--- src/rtl/debounce_pkg.sv ---
// Shared constants and helpers for the debounce bank: parameter limits,
// default values and the counter-width calculation.
package debounce_pkg;

  // Legal parameter ranges.
  localparam int CHANNELS_MIN = 1;
  localparam int CHANNELS_MAX = 32;
  localparam int DELAY_MIN    = 1;
  localparam int DELAY_MAX    = (1 << 20) - 1;
  localparam int SYNC_MIN     = 2;
  localparam int SYNC_MAX     = 4;

  // Defaults used by the top level.
  localparam int DEFAULT_CHANNELS    = 4;
  localparam int DEFAULT_DELAY       = 20000;
  localparam int DEFAULT_SYNC_STAGES = 2;
  localparam bit DEFAULT_INIT        = 1'b0;

  // Ceiling log2; clog2(1) = 0.
  function automatic int clog2(input int value);
    int result;
    result = 0;
    for (int i = 0; i < 32; i++) begin
      if ((64'd1 << i) < 64'(value)) result = i + 1;
    end
    return result;
  endfunction

  // Width of a counter that must hold the values 0..delay.
  function automatic int cnt_width(input int delay);
    return clog2(delay + 1);
  endfunction

endpackage

--- src/rtl/debounce_channel.sv ---
// One debounce lane: input synchroniser, stability counter, debounced level
// and registered rise/fall pulses. change_next exposes the pulse that will be
// registered on the coming edge so the top can align any_change with it.
module debounce_channel
  import debounce_pkg::*;
#(
  parameter int DELAY       = DEFAULT_DELAY,
  parameter int SYNC_STAGES = DEFAULT_SYNC_STAGES,
  parameter bit INIT        = DEFAULT_INIT
) (
  input  logic clk,
  input  logic rst_n,        // active-high asynchronous reset despite the name
  input  logic tick,
  input  logic button,
  output logic debounced,
  output logic rise,
  output logic fall,
  output logic change_next
);

  localparam int                 CNT_W    = cnt_width(DELAY);
  localparam logic [CNT_W-1:0]   CNT_LAST = CNT_W'(DELAY - 1);

  if (DELAY < DELAY_MIN || DELAY > DELAY_MAX) begin : g_bad_delay
    $error("debounce_channel: DELAY out of range");
  end
  if (SYNC_STAGES < SYNC_MIN || SYNC_STAGES > SYNC_MAX) begin : g_bad_sync
    $error("debounce_channel: SYNC_STAGES out of range");
  end

  logic [SYNC_STAGES-1:0] sync_q, sync_d;
  logic [CNT_W-1:0]       cnt_q, cnt_d;
  logic                   deb_q, deb_d;
  logic                   rise_q, rise_d;
  logic                   fall_q, fall_d;
  logic                   s;

  assign s = sync_q[SYNC_STAGES-1];

  // Next-state logic: shift the synchroniser, qualify the mismatch, accept.
  always_comb begin
    // NOTE: every output of this block gets a default first so that no path
    // leaves a signal unassigned, which would otherwise infer a latch.
    sync_d = {sync_q[SYNC_STAGES-2:0], button};
    cnt_d  = cnt_q;
    deb_d  = deb_q;
    rise_d = 1'b0;
    fall_d = 1'b0;
    if (s == deb_q) begin
      // Stable level: drop any partial count, whether or not this is a tick.
      cnt_d = '0;
    end else if (tick) begin
      if (cnt_q == CNT_LAST) begin
        deb_d  = s;
        cnt_d  = '0;
        rise_d = s;
        fall_d = ~s;
      end else begin
        cnt_d = cnt_q + 1'b1;
      end
    end
  end

  // State registers; reset loads INIT everywhere so release emits no pulse.
  always_ff @(posedge clk or posedge rst_n) begin
    // NOTE: sequential state uses non-blocking assignments so every flop
    // samples the pre-edge values computed above.
    if (rst_n) begin
      sync_q <= {SYNC_STAGES{INIT}};
      cnt_q  <= '0;
      deb_q  <= INIT;
      rise_q <= 1'b0;
      fall_q <= 1'b0;
    end else begin
      sync_q <= sync_d;
      cnt_q  <= cnt_d;
      deb_q  <= deb_d;
      rise_q <= rise_d;
      fall_q <= fall_d;
    end
  end

  assign debounced   = deb_q;
  assign rise        = rise_q;
  assign fall        = fall_q;
  assign change_next = rise_d | fall_d;

endmodule

--- src/rtl/debounce_bank.sv ---
// Bank of independent debounce channels plus a registered any_change flag
// that rises in the same cycle as the per-channel pulses.
module debounce_bank
  import debounce_pkg::*;
#(
  parameter int CHANNELS    = DEFAULT_CHANNELS,
  parameter int DELAY       = DEFAULT_DELAY,
  parameter int SYNC_STAGES = DEFAULT_SYNC_STAGES,
  parameter bit INIT        = DEFAULT_INIT
) (
  input  logic                clk,
  input  logic                rst_n,   // active-high asynchronous reset
  input  logic                tick,
  input  logic [CHANNELS-1:0] button,
  output logic [CHANNELS-1:0] debounced,
  output logic [CHANNELS-1:0] rise,
  output logic [CHANNELS-1:0] fall,
  output logic                any_change
);

  if (CHANNELS < CHANNELS_MIN || CHANNELS > CHANNELS_MAX) begin : g_bad_channels
    $error("debounce_bank: CHANNELS out of range");
  end

  logic [CHANNELS-1:0] change_next;
  logic                any_change_q, any_change_d;

  for (genvar i = 0; i < CHANNELS; i++) begin : g_ch
    debounce_channel #(
      .DELAY       (DELAY),
      .SYNC_STAGES (SYNC_STAGES),
      .INIT        (INIT)
    ) u_ch (
      .clk         (clk),
      .rst_n       (rst_n),
      .tick        (tick),
      .button      (button[i]),
      .debounced   (debounced[i]),
      .rise        (rise[i]),
      .fall        (fall[i]),
      .change_next (change_next[i])
    );
  end

  // Any channel about to pulse on this edge.
  always_comb begin
    any_change_d = |change_next;
  end

  // Register the flag alongside the channel pulse flops.
  always_ff @(posedge clk or posedge rst_n) begin
    if (rst_n) any_change_q <= 1'b0;
    else       any_change_q <= any_change_d;
  end

  assign any_change = any_change_q;

endmodule
--- config.mk ---
export PLATFORM = sky130hd
export DESIGN_NAME = debounce_bank
export DESIGN_NICKNAME = d
export VERILOG_FILES = /design/src/rtl/debounce_pkg.sv /design/src/rtl/debounce_channel.sv /design/src/rtl/debounce_bank.sv
export SDC_FILE = /design/constraint.sdc
export NUM_CORES = 1
export LEC_CHECK = 0
export ABC_AREA = 0
export CORE_ASPECT_RATIO = 2
export CORE_MARGIN = 2
export CORE_UTILIZATION = 26
export CTS_CLUSTER_SIZE = 16
export DETAILED_ROUTE_END_ITERATION = 12
export RECOVER_POWER = 100
export SLEW_MARGIN = 10
export SYNTH_ARGS = -nofsm -noshare
export SYNTH_HDL_FRONTEND = slang
export SYNTH_SLANG_ARGS = --single-unit
export TNS_END_PERCENT = 30
--- constraint.sdc ---
create_clock -name clk -period 2.8 [get_ports clk]
set_input_delay 0.42 -clock clk [delete_from_list [all_inputs] [get_ports clk]]
set_output_delay 0.42 -clock clk [all_outputs]
set_load 0.01 [all_outputs]
# ---- Word-level counts from Yosys, hierarchy flattened
# Cells that the tools add are included.
dict set report op_classes {
  n_eq_ne 8
  addsub 4
  n_reduce_logical 9
  mux 36
  bitwise 12
}
# operator n
set ops {}
lappend ops {{$mux W15} 12}
lappend ops {{$add A15 B1 Y15 const B} 4}
lappend ops {{$eq A15 B15 Y1 const B} 4}
lappend ops {{$mux W1} 24}
lappend ops {{$reduce_and A3 Y1} 4}
lappend ops {{$not A1 Y1} 8}
lappend ops {{$reduce_bool A2 Y1} 4}
lappend ops {{$eq A1 B1 Y1} 4}
lappend ops {{$or A1 B1 Y1} 4}
lappend ops {{$reduce_or A4 Y1} 1}
dict set report totals {
  inputBits 7
  reg_bits 81
  word_cells 90
  output_inout_bits 13
}

# ---- Logic depth before layout (Yosys ltp)
# Gate-level depths: netlist of the first run.
dict set report depth {
  ltp_word 6
  depth_mapped 7
  mapped_depth_nobuf 5
}

# ---- Hierarchy
# From an unflattened synthesis of the first run, not the netlist that was laid out.
dict set report hier_totals {
  cells_unflattened 463
  hier_area_um2 4355.4
}
# module cells_per_inst area_per_inst_um2 instances
set by_module_without_submodules {}
lappend by_module_without_submodules {debounce_channel 115 1079.8 4}
lappend by_module_without_submodules {debounce_bank 3 36.3 1}

# ---- Worst setup path before layout of the first run
# OpenSTA, ideal clock, no wires.
dict set report synth_path {
  kind {flip-flop to flip-flop}
  startpoint {register g_ch[1].u_ch.cnt_q[7]}
  endpoint {register g_ch[1].u_ch.deb_q}
  synth_period_minus_slack_ns 1.956
  setup_slack_ns 0.844
  setup_ns 0.127
  required_ns 2.673
  t_arrival_ns 1.828
  path_stages_with_launch 5
  path_cell_list {dfrtp_1 > or4b_4 > nor4_4 > and2b_1 > mux2_1}
}
dict set report synth_between {
  elab_chain_cells 2
}
# element line_no
set synth_rtl {}
lappend synth_rtl {{start: declaration} debounce_channel.sv:32} ;# logic [CNT_W-1:0] cnt_q, cnt_d;
lappend synth_rtl {{start signal: assignment} debounce_channel.sv:76} ;# cnt_q <= cnt_d;
lappend synth_rtl {{$eq A15 B15 Y1} debounce_channel.sv:53} ;# if (cnt_q == CNT_LAST) begin
lappend synth_rtl {{$reduce_and A3 Y1 (no line)} -}
lappend synth_rtl {{end signal: assignment} debounce_channel.sv:71} ;# deb_q <= INIT;
lappend synth_rtl {{end signal: assignment} debounce_channel.sv:77} ;# deb_q <= deb_d;
lappend synth_rtl {{end: declaration} debounce_channel.sv:33} ;# logic deb_q, deb_d;
# Every way passes these cells.
# A chain may end at the register's enable or synchronous reset.

# ---- Worst setup path after layout of the first run
dict set report layout_path {
  startpoint {input port tick}
  endpoint {register g_ch[3].u_ch.cnt_q[11]}
}
dict set report layout_between {
  elab_chain_cells 1
}
# element line_no
set layout_rtl {}
lappend layout_rtl {{start: declaration} debounce_bank.sv:13} ;# input logic tick,
lappend layout_rtl {{$reduce_bool A2 Y1 (no line)} -}
lappend layout_rtl {{end signal: assignment} debounce_channel.sv:76}
lappend layout_rtl {{end: declaration} debounce_channel.sv:32}
# Every way passes these cells.

==> results, run 1 <==
- On the final layout, the worst clock skew is slightly above 0.007 ns.
- The launching element of the worst setup path is tick.
- In the routed design, unresolved DRC markers number 0.
- The cell count after placement is 640.
- The maximum VDD drop is approximately 0.21 mV.
- The number of warning messages in the yosys log is 0.
- The mean instance size in the synthesized netlist is ~10 µm².
- The synthesis-to-finish area growth is 14.8%.
- The number of setup buffers added after CTS is 0.
- The die outline width is 95.0 µm.
- The post-synthesis cell type count is 61.
- The cell count after synthesis is between 400 and 500.
- The share of final-layout standard cells stronger than drive strength 1 is 0.0841.
- The global-route usage over all layers is 0.127.
- The clock drives 81 sinks.
- Measured along the y axis, the die boundary spans between 150 and 200 µm.
- The register-to-register setup slack is approximately 0.44 ns.
- The run finished, with violations left.
- The floorplan step defined a die boundary enclosing roughly 18,000 µm².
- The number of top-level pins is 20.
- For this block, the via count after detailed routing is roughly 3,600.
- In the final design database the tool counted roughly 460 nets.
- Timing would allow up to 420 MHz.
- The period utilization is 0.851.
- The tightest slew margin relative to the limit is -0.257.
- Setup repair after global routing left no endpoint under its margin.
- After the first detailed-routing iteration, the DRC count stood at between 300 and 400.
- The number of synthesized register bits is 81.
- The H-tree level count is 3.
- The count of final hold-check violations is 0.
- At the worst endpoint, the required time is a little over 3 ns.
- The synthesized net count is roughly 450.
- The analysis attributes to cell leakage a power of 0.00204 µW.
- The effective utilization at floorplan is 0.264.
- The class of the tightest hold or removal check is flip-flop to flip-flop.
- The final layout contains routed wiring with a total length of between 10,000 and 15,000 µm.
- The actual transition at the worst max-transition pin is between 1.5 and 2 ns.
- Of all flip-flops after synthesis, the portion carrying an async set or reset was 1.00.
- The TritonCTS clock tree is yes.
- Post-CTS repair changed the size of 0 cells.
- STA classifies the critical path endpoint as a flip-flop.
- For this run, the detailed router's first-pass iteration total came to 5.
- No sink is reached through more buffers than the 2 on the longest clock path.
- The proportion of synthesized chip area in sequential cells is 0.471.
- The worst hold path begins at g_ch[3].u_ch.sync_q[0].
- The number of global-route vias before repair came to 3,664.
- The kind of critical path is primary input to flip-flop.
- The post-route total power is between 2000 and 3000 µW.
- Among all flip-flop cells after synthesis, the most frequent one is dfrtp_1.
- The clock buffer count from CTS is 9.
- The final reports fail on max-capacitance violations, max-slew violations.
- The clock latency reported for the late side of the worst-skew pair is 0.34 ns.
- In this run the remaining antenna-violating nets after routing total 0.
- Of all nets on the critical path, the largest fanout is 17.
- The last weighted congestion value of the routability-driven placer is approximately 0.86.
- The critical path capture point is g_ch[3].u_ch.cnt_q[11].
- After floorplanning, the core was sized to cover roughly 16,000 µm².
- Max-cap violations in this run came to 1.
- The number of port buffers is 19.
- The wire length of the first global-routing pass is roughly 18,000 µm.
- The worst register-to-register path ends at g_ch[2].u_ch.cnt_q[5].
- Data arrives at the worst endpoint at 2.63 ns.
- In the routed layout, each cell is associated on average with a via count of around 5.5.
- The utilization after layout is 0.304.
- The half-perimeter wire length after detailed placement is 7400 µm.
- The number of cells in the finished layout apart from fillers is 656.
- The worst setup path is launched from a primary input.
- The total count of max-transition violations in the final report was 82.
- The count of flip-flops with a built-in enable after synthesis is 0.
- Clock-pin slew was measured on the worst setup and hold paths at roughly 0.060 ns.
- The buffer type at the clock tree root is clkbuf_16.
- The total negative setup slack is 0 ns.
- Row generation in the floorplan step produced 66 rows.
- The tightest hold path in the finished design has a slack of between 0.3 and 0.4 ns.
- The initial antenna violation count was 0.
- The reg-to-reg startpoint is g_ch[2].u_ch.cnt_q[0].
- The number of hold buffers added after CTS is 0.
- The antenna diode instance count is 0.
- Measured in cells, the most critical reg-to-reg path has a length of 5.
- For this design the ratio of total power to cell area is between 500 and 600 nW/µm².
- The number of setup violations in the final report is 0.
- The wire length per cell after detailed routing is between 15 and 20 µm.
- The total standard cell area after synthesis is between 4000 and 5000 µm².
- Counting I/O delays and the setup requirement, the final critical path takes roughly 2.4 ns.
- The pin count of the biggest net entering global routing is 82.
- Summed over all layers, the global routing overflow is 0.
[metrics by stage]
step	setup slack [ns]	area, µm²
2_1_floorplan	0.300	4300
3_3_place_gp	0.588	4680
3_5_place_dp	0.552	4680
4_1_cts	0.581	4980
5_1_grt	0.216	4940
6_report	0.416	4940
[area by class of cell]
class | instances | area [µm²]
Fill cell | 1624 | 11300
Clock inverter | 6 | 68.8
Timing Repair Buffer | 31 | 263
Tap cell | 204 | 255
Sequential cell | 81 | 2030
Clock buffer | 10 | 229
Multi-Input combinational cell | 314 | 2060
Inverter | 10 | 38.8
[registers in the layout (all words and copies together), names as in the netlist]
register	flops
g_ch.u_ch.sync_q	8
g_ch.u_ch.rise	4
any_change	1
g_ch.u_ch.cnt_q	60
g_ch.u_ch.fall	4
g_ch.u_ch.debounced	4
[cells by family (layout without fill, tap and decap cells)]
group,count (synthesis),count (layout),synth area share
muxes,8,8,0.0201
buffers and inverters,41,57,0.0486
adders and majority gates,4,4,0.0116
xor gates and xnor gates,16,16,0.0326
DFF,81,81,0.471
AOI/OAI and AO/OA,94,94,0.160
and+or+nand+nor,192,192,0.256
[cell usage after synthesis (3+ instances only)]
cell type | number | area (µm²)
nor3b_1 | 3 | 22.5
a22o_1 | 8 | 70.1
ha_1 | 4 | 50.1
o311ai_0 | 3 | 26.3
and2_1 | 7 | 43.8
o21a_1 | 4 | 30.0
or3b_2 | 4 | 35.0
nand4_1 | 22 | 138
inv_1 | 10 | 37.5
a32o_1 | 3 | 30.0
nand2_1 | 41 | 154
and4_1 | 8 | 70.1
nor4_1 | 13 | 81.3
o311ai_1 | 3 | 26.3
nand3b_1 | 3 | 22.5
o22ai_1 | 4 | 25.0
o21ai_0 | 7 | 35.0
clkbuf_1 | 15 | 56.3
nor3_1 | 8 | 40.0
and3_1 | 15 | 93.8
a41oi_1 | 3 | 26.3
mux2_2 | 4 | 45.0
o211ai_1 | 6 | 45.0
nor2_1 | 19 | 71.3
or3_1 | 5 | 31.3
xor2_1 | 8 | 70.1
xnor2_1 | 8 | 70.1
nor2b_1 | 3 | 18.8
buf_4 | 12 | 90.1
mux2i_1 | 3 | 30.0
dfrtp_1 | 81 | 2030
nand3_1 | 23 | 115
nor4b_1 | 3 | 26.3
a31oi_1 | 33 | 206
o31ai_1 | 6 | 45.0
[worst min path at each step]
stage | to | slack, ns | depth (start not counted)
6_report | g_ch[3].u_ch.sync_q[1] | 0.34 | 0
5_1_grt | g_ch[3].u_ch.sync_q[1] | 0.35 | 0
3_5_place_dp | g_ch[3].u_ch.sync_q[1] | 0.34 | 0
4_1_cts | g_ch[3].u_ch.sync_q[1] | 0.35 | 0
2_1_floorplan | g_ch[0].u_ch.sync_q[1] | 0.33 | 0
3_3_place_gp | g_ch[2].u_ch.sync_q[1] | 0.33 | 0
[cell usage in the layout, fill, tap and decap left out, drive strengths merged, types with 7 or more instances in the layout]
| cell | n |
|---|---|
| clkbuf | 14 |
| inv | 9 |
| dlygate4sd3 | 18 |
| dfrtp | 81 |
| xnor2 | 8 |
| nand4 | 22 |
| xor2 | 8 |
| a22o | 8 |
| nor2 | 20 |
| a31oi | 33 |
| and2 | 8 |
| nand3 | 23 |
| and3 | 15 |
| nand2 | 41 |
| and4 | 8 |
| nor4 | 14 |
| buf | 8 |
| o21ai | 7 |
| nor3 | 8 |
[report_power, final]
part	total, µW	internal, µW	switching (µW)
Combinational	133	42.9	90.3
Clock	1190	694	492
Sequential	1220	1190	24.1
[critical path, cell delays in order]
cell and delay (ns):
dlygate4sd3_1 0.56, clkbuf_1 0.52, and2_0 0.69, nand4b_1 0.19
o221ai_1 0.23
[metal layers]
layer	global-route usage	routed length [µm]	vias to the layer above
li1	-	-	1687
met1	0.129	3910	1777
met2	0.231	5680	98
met3	0.0287	427	27
met4	0.0730	378	0
met5	0	0	-
Note: power is estimated with default switching activity, not from simulation.
==> inputs of run 2 (changes only) <==
--- a/config.mk
+++ b/config.mk
@@ -13,2 +13,3 @@
 export DETAILED_ROUTE_END_ITERATION = 12
+export MAX_ROUTING_LAYER = met4
 export RECOVER_POWER = 100
==> constraint.sdc (replaced) <==
create_clock -name clk -period 2.8 [get_ports clk]
set_input_delay 0.56 -clock clk [delete_from_list [all_inputs] [get_ports clk]]
set_output_delay 0.56 -clock clk [all_outputs]
set_load 0.01 [all_outputs]
==> run 2 against run 1 <==
The flow now finishes without violations. Via count is 0.67% lower. Total power up 8.0%. Clock skew is 0.0016 ns higher. Non-clock buffer count rose by 1. Clock-buffer cell count decreased by 1. Core utilization is 0.44 points higher. Hold slack gained 0.0049 ns. Sequential power about the same. Critical path type unchanged. Critical endpoint is now g_ch[3].u_ch.cnt_q[6].
==> results, run 2 (synthesized netlist as in run 1, its figures left out) <==
- The flow ran to the end, and the final reports show no timing, DRC or antenna violations.
- TritonCTS created 9 clock buffers.
- The count of final hold-check violations is 0.
- The number of setup violations in the final report is 0.
- In the layout the commonest cells are dfrtp_1, nand2_1, a31oi_1.
- For the pin with the worst max-slew slack, the measured transition is around 1 ns.
- The number of hold buffers added after CTS is 0.
- After detailed routing, the average wire length per cell comes to approximately 16 µm.
- The number of gates resized after CTS was 0.
- The number of antenna diodes in the final layout is 0.
- Dividing the detail-routed via count by the number of cells gives 5.43.
- The total area inside the core boundary comes to about 16,000 µm².
- Leaving out fill and tap cells, the most frequent cell in the layout is dfrtp_1.
- The die height is about 190 µm.
- Before antenna repair, the detailed router went through 5 iterations.
- The number of global-route vias before repair came to around 3,600.
- The post-route antenna net violation count is 0.
- After floorplanning, the core was divided into 66 placement rows.
- The TritonCTS clock tree is yes.
- For this block, the routed nets add up to about 11,000 µm of wire.
- The largest registers in the layout are g_ch.u_ch.cnt_q: 60 flops, g_ch.u_ch.sync_q: 8 flops.
- The count of cells in the finished layout, fillers not included, comes to about 660.
- The H-tree generated during clock tree synthesis spans 3 levels.
- Counting tap cells, the placed design contains a total of between 600 and 700 instances.
- Data on the critical path is required at its endpoint by approximately 3.1 ns.
- The initial antenna violation count came to 0.
- Headroom to the max-slew limit came out at 0.338.
- The share of final-layout standard cells stronger than drive strength 1 is 0.0927.
- The area of the die is between 15,000 and 20,000 µm².
- Across all layers, the routed design uses around 3,600 vias.
- The smallest hold slack is roughly 0.35 ns.
- The synthesis-to-finish area growth is 16.4%.
- The register with the most flip-flops in the layout has 60 of them.
- The die is approximately 95 µm wide.
- The total count of max-transition violations in the final report came to 0.
- The worst-case IR drop observed on VDD is roughly 0.28 mV.
- The standby leakage power is 0.00209 µW.
- Across the run, the number of max-cap violations was 0.
- No sink is reached through more buffers than the 2 on the longest clock path.
- The clock sink total is 81.
- The worst setup path is launched from a primary input.
- The worst setup path is captured at a flip-flop.
- The critical path arrival is between 2 and 3 ns.
- The top achievable clock speed is approximately 420 MHz.
- The worst setup slack before clock tree synthesis is just under 0.5 ns.
- The clock latency reported for the late side of the worst-skew pair is approximately 0.35 ns.
- Entering global routing, the biggest net connects 43 pins.
- The count of buffers added on input and output ports is 19.
- The power density relative to cell area is about 550 nW/µm².
- The clock period minus final worst setup slack is 2.40 ns.
- Summed over all layers, the global routing overflow is 0.
- Between clock sinks in the finished design, the worst skew comes to 0.00876 ns.
- The number of nets in the final layout is about 460.
- After detailed routing, the number of remaining DRC violations is 0.
- The number of top-level pins is 20.
- The clock edge transition at the registers on the reported setup and hold paths is ~0.07 ns.
- The count of buffers added by post-CTS timing repair for setup is 0.
- The worst-path maximum fanout is 17.
- At the end of routability-driven placement, the weighted congestion stood at 0.881.
- The setup path with the least slack is of type primary input to flip-flop.
- The initial utilization of the core area, before any placement, comes to 0.264.
- The period utilization is 0.856.
- The HPWL after detailed placement is between 7000 and 8000 µm.
- In the post-route analysis, the smallest setup slack over all paths is 0.403 ns.
- Setup repair after global routing left no endpoint under its margin.
- The class of the tightest hold or removal check is flip-flop to flip-flop.
- In this run the clock root is driven by a clkbuf_16.
- In the global route stage, overall resource usage came out at 0.132.
- The total negative setup slack is 0 ns.
- The wire length of the first global-routing pass is 17,700 µm.
- After the first detailed-routing iteration, the DRC count stood at roughly 220.
- The register with the highest flop count is g_ch.u_ch.cnt_q.
run 2: cell count changes in the layout (fill, tap and decap cells not counted), moves of 2 or more:
cell / change
clkinv_4: -2
clkbuf_1: -3
buf_4: +2
bufinv_16: +2
run 2: worst paths after layout:
| path | start | end | slack (ns) | depth (start not counted) |
|---|---|---|---|---|
| max | tick | g_ch[3].u_ch.cnt_q[6] | 0.40 | 6 |
| min | g_ch[1].u_ch.sync_q[0] | g_ch[1].u_ch.sync_q[1] | 0.35 | 0 |
| max reg2reg | g_ch[2].u_ch.cnt_q[0] | g_ch[2].u_ch.cnt_q[10] | 0.41 | 5 |
| min reg2reg | g_ch[1].u_ch.sync_q[0] | g_ch[1].u_ch.sync_q[1] | 0.35 | 0 |
| max in group asynchronous | rst_n | g_ch[1].u_ch.cnt_q[10] | 0.92 | 3 |
| min in group asynchronous | rst_n | g_ch[3].u_ch.cnt_q[10] | 0.84 | 2 |
run 2: layout make-up:
type | count | area [µm²]
clock inverters | 7 | 118
well taps | 204 | 255
flip-flops and latches | 81 | 2030
multi-input cells | 314 | 2060
repair buffers | 32 | 290
fillers | 1632 | 11300
clock buffers | 9 | 225
inverters | 10 | 38.8
run 2: stage by stage:
step,utilization,total power (µW),cell area (µm²)
after floorplan,-,1320,4300
after global placement,0.288,1380,4690
after detailed placement,0.288,1380,4690
after CTS,0.309,2760,5030
after global routing,0.308,2830,5010
final,0.308,2740,5010
run 2: critical path: stages:
cell and delay (ns):
dlygate4sd3_1 0.56, clkbuf_1 0.57, and2_0 0.44, buf_4 0.23, a41oi_1 0.12, a31oi_1 0.17
run 2: report_power, final:
| group | leakage [µW] | internal [µW] | total [µW] | switching (µW) |
|---|---|---|---|---|
| combinational | 0.000808 | 47.6 | 140 | 92.7 |
| sequential | 0.00111 | 1190 | 1220 | 24.9 |
| clock | 0.000170 | 873 | 1380 | 509 |
run 2: routing by layer:
layer,global-route usage,vias to the layer above,wire (µm)
met4,0.0736,0,331
li1,-,1689,-
met2,0.235,88,5870
met1,0.134,1766,4060
met5,-,-,0
met3,0.0235,22,367
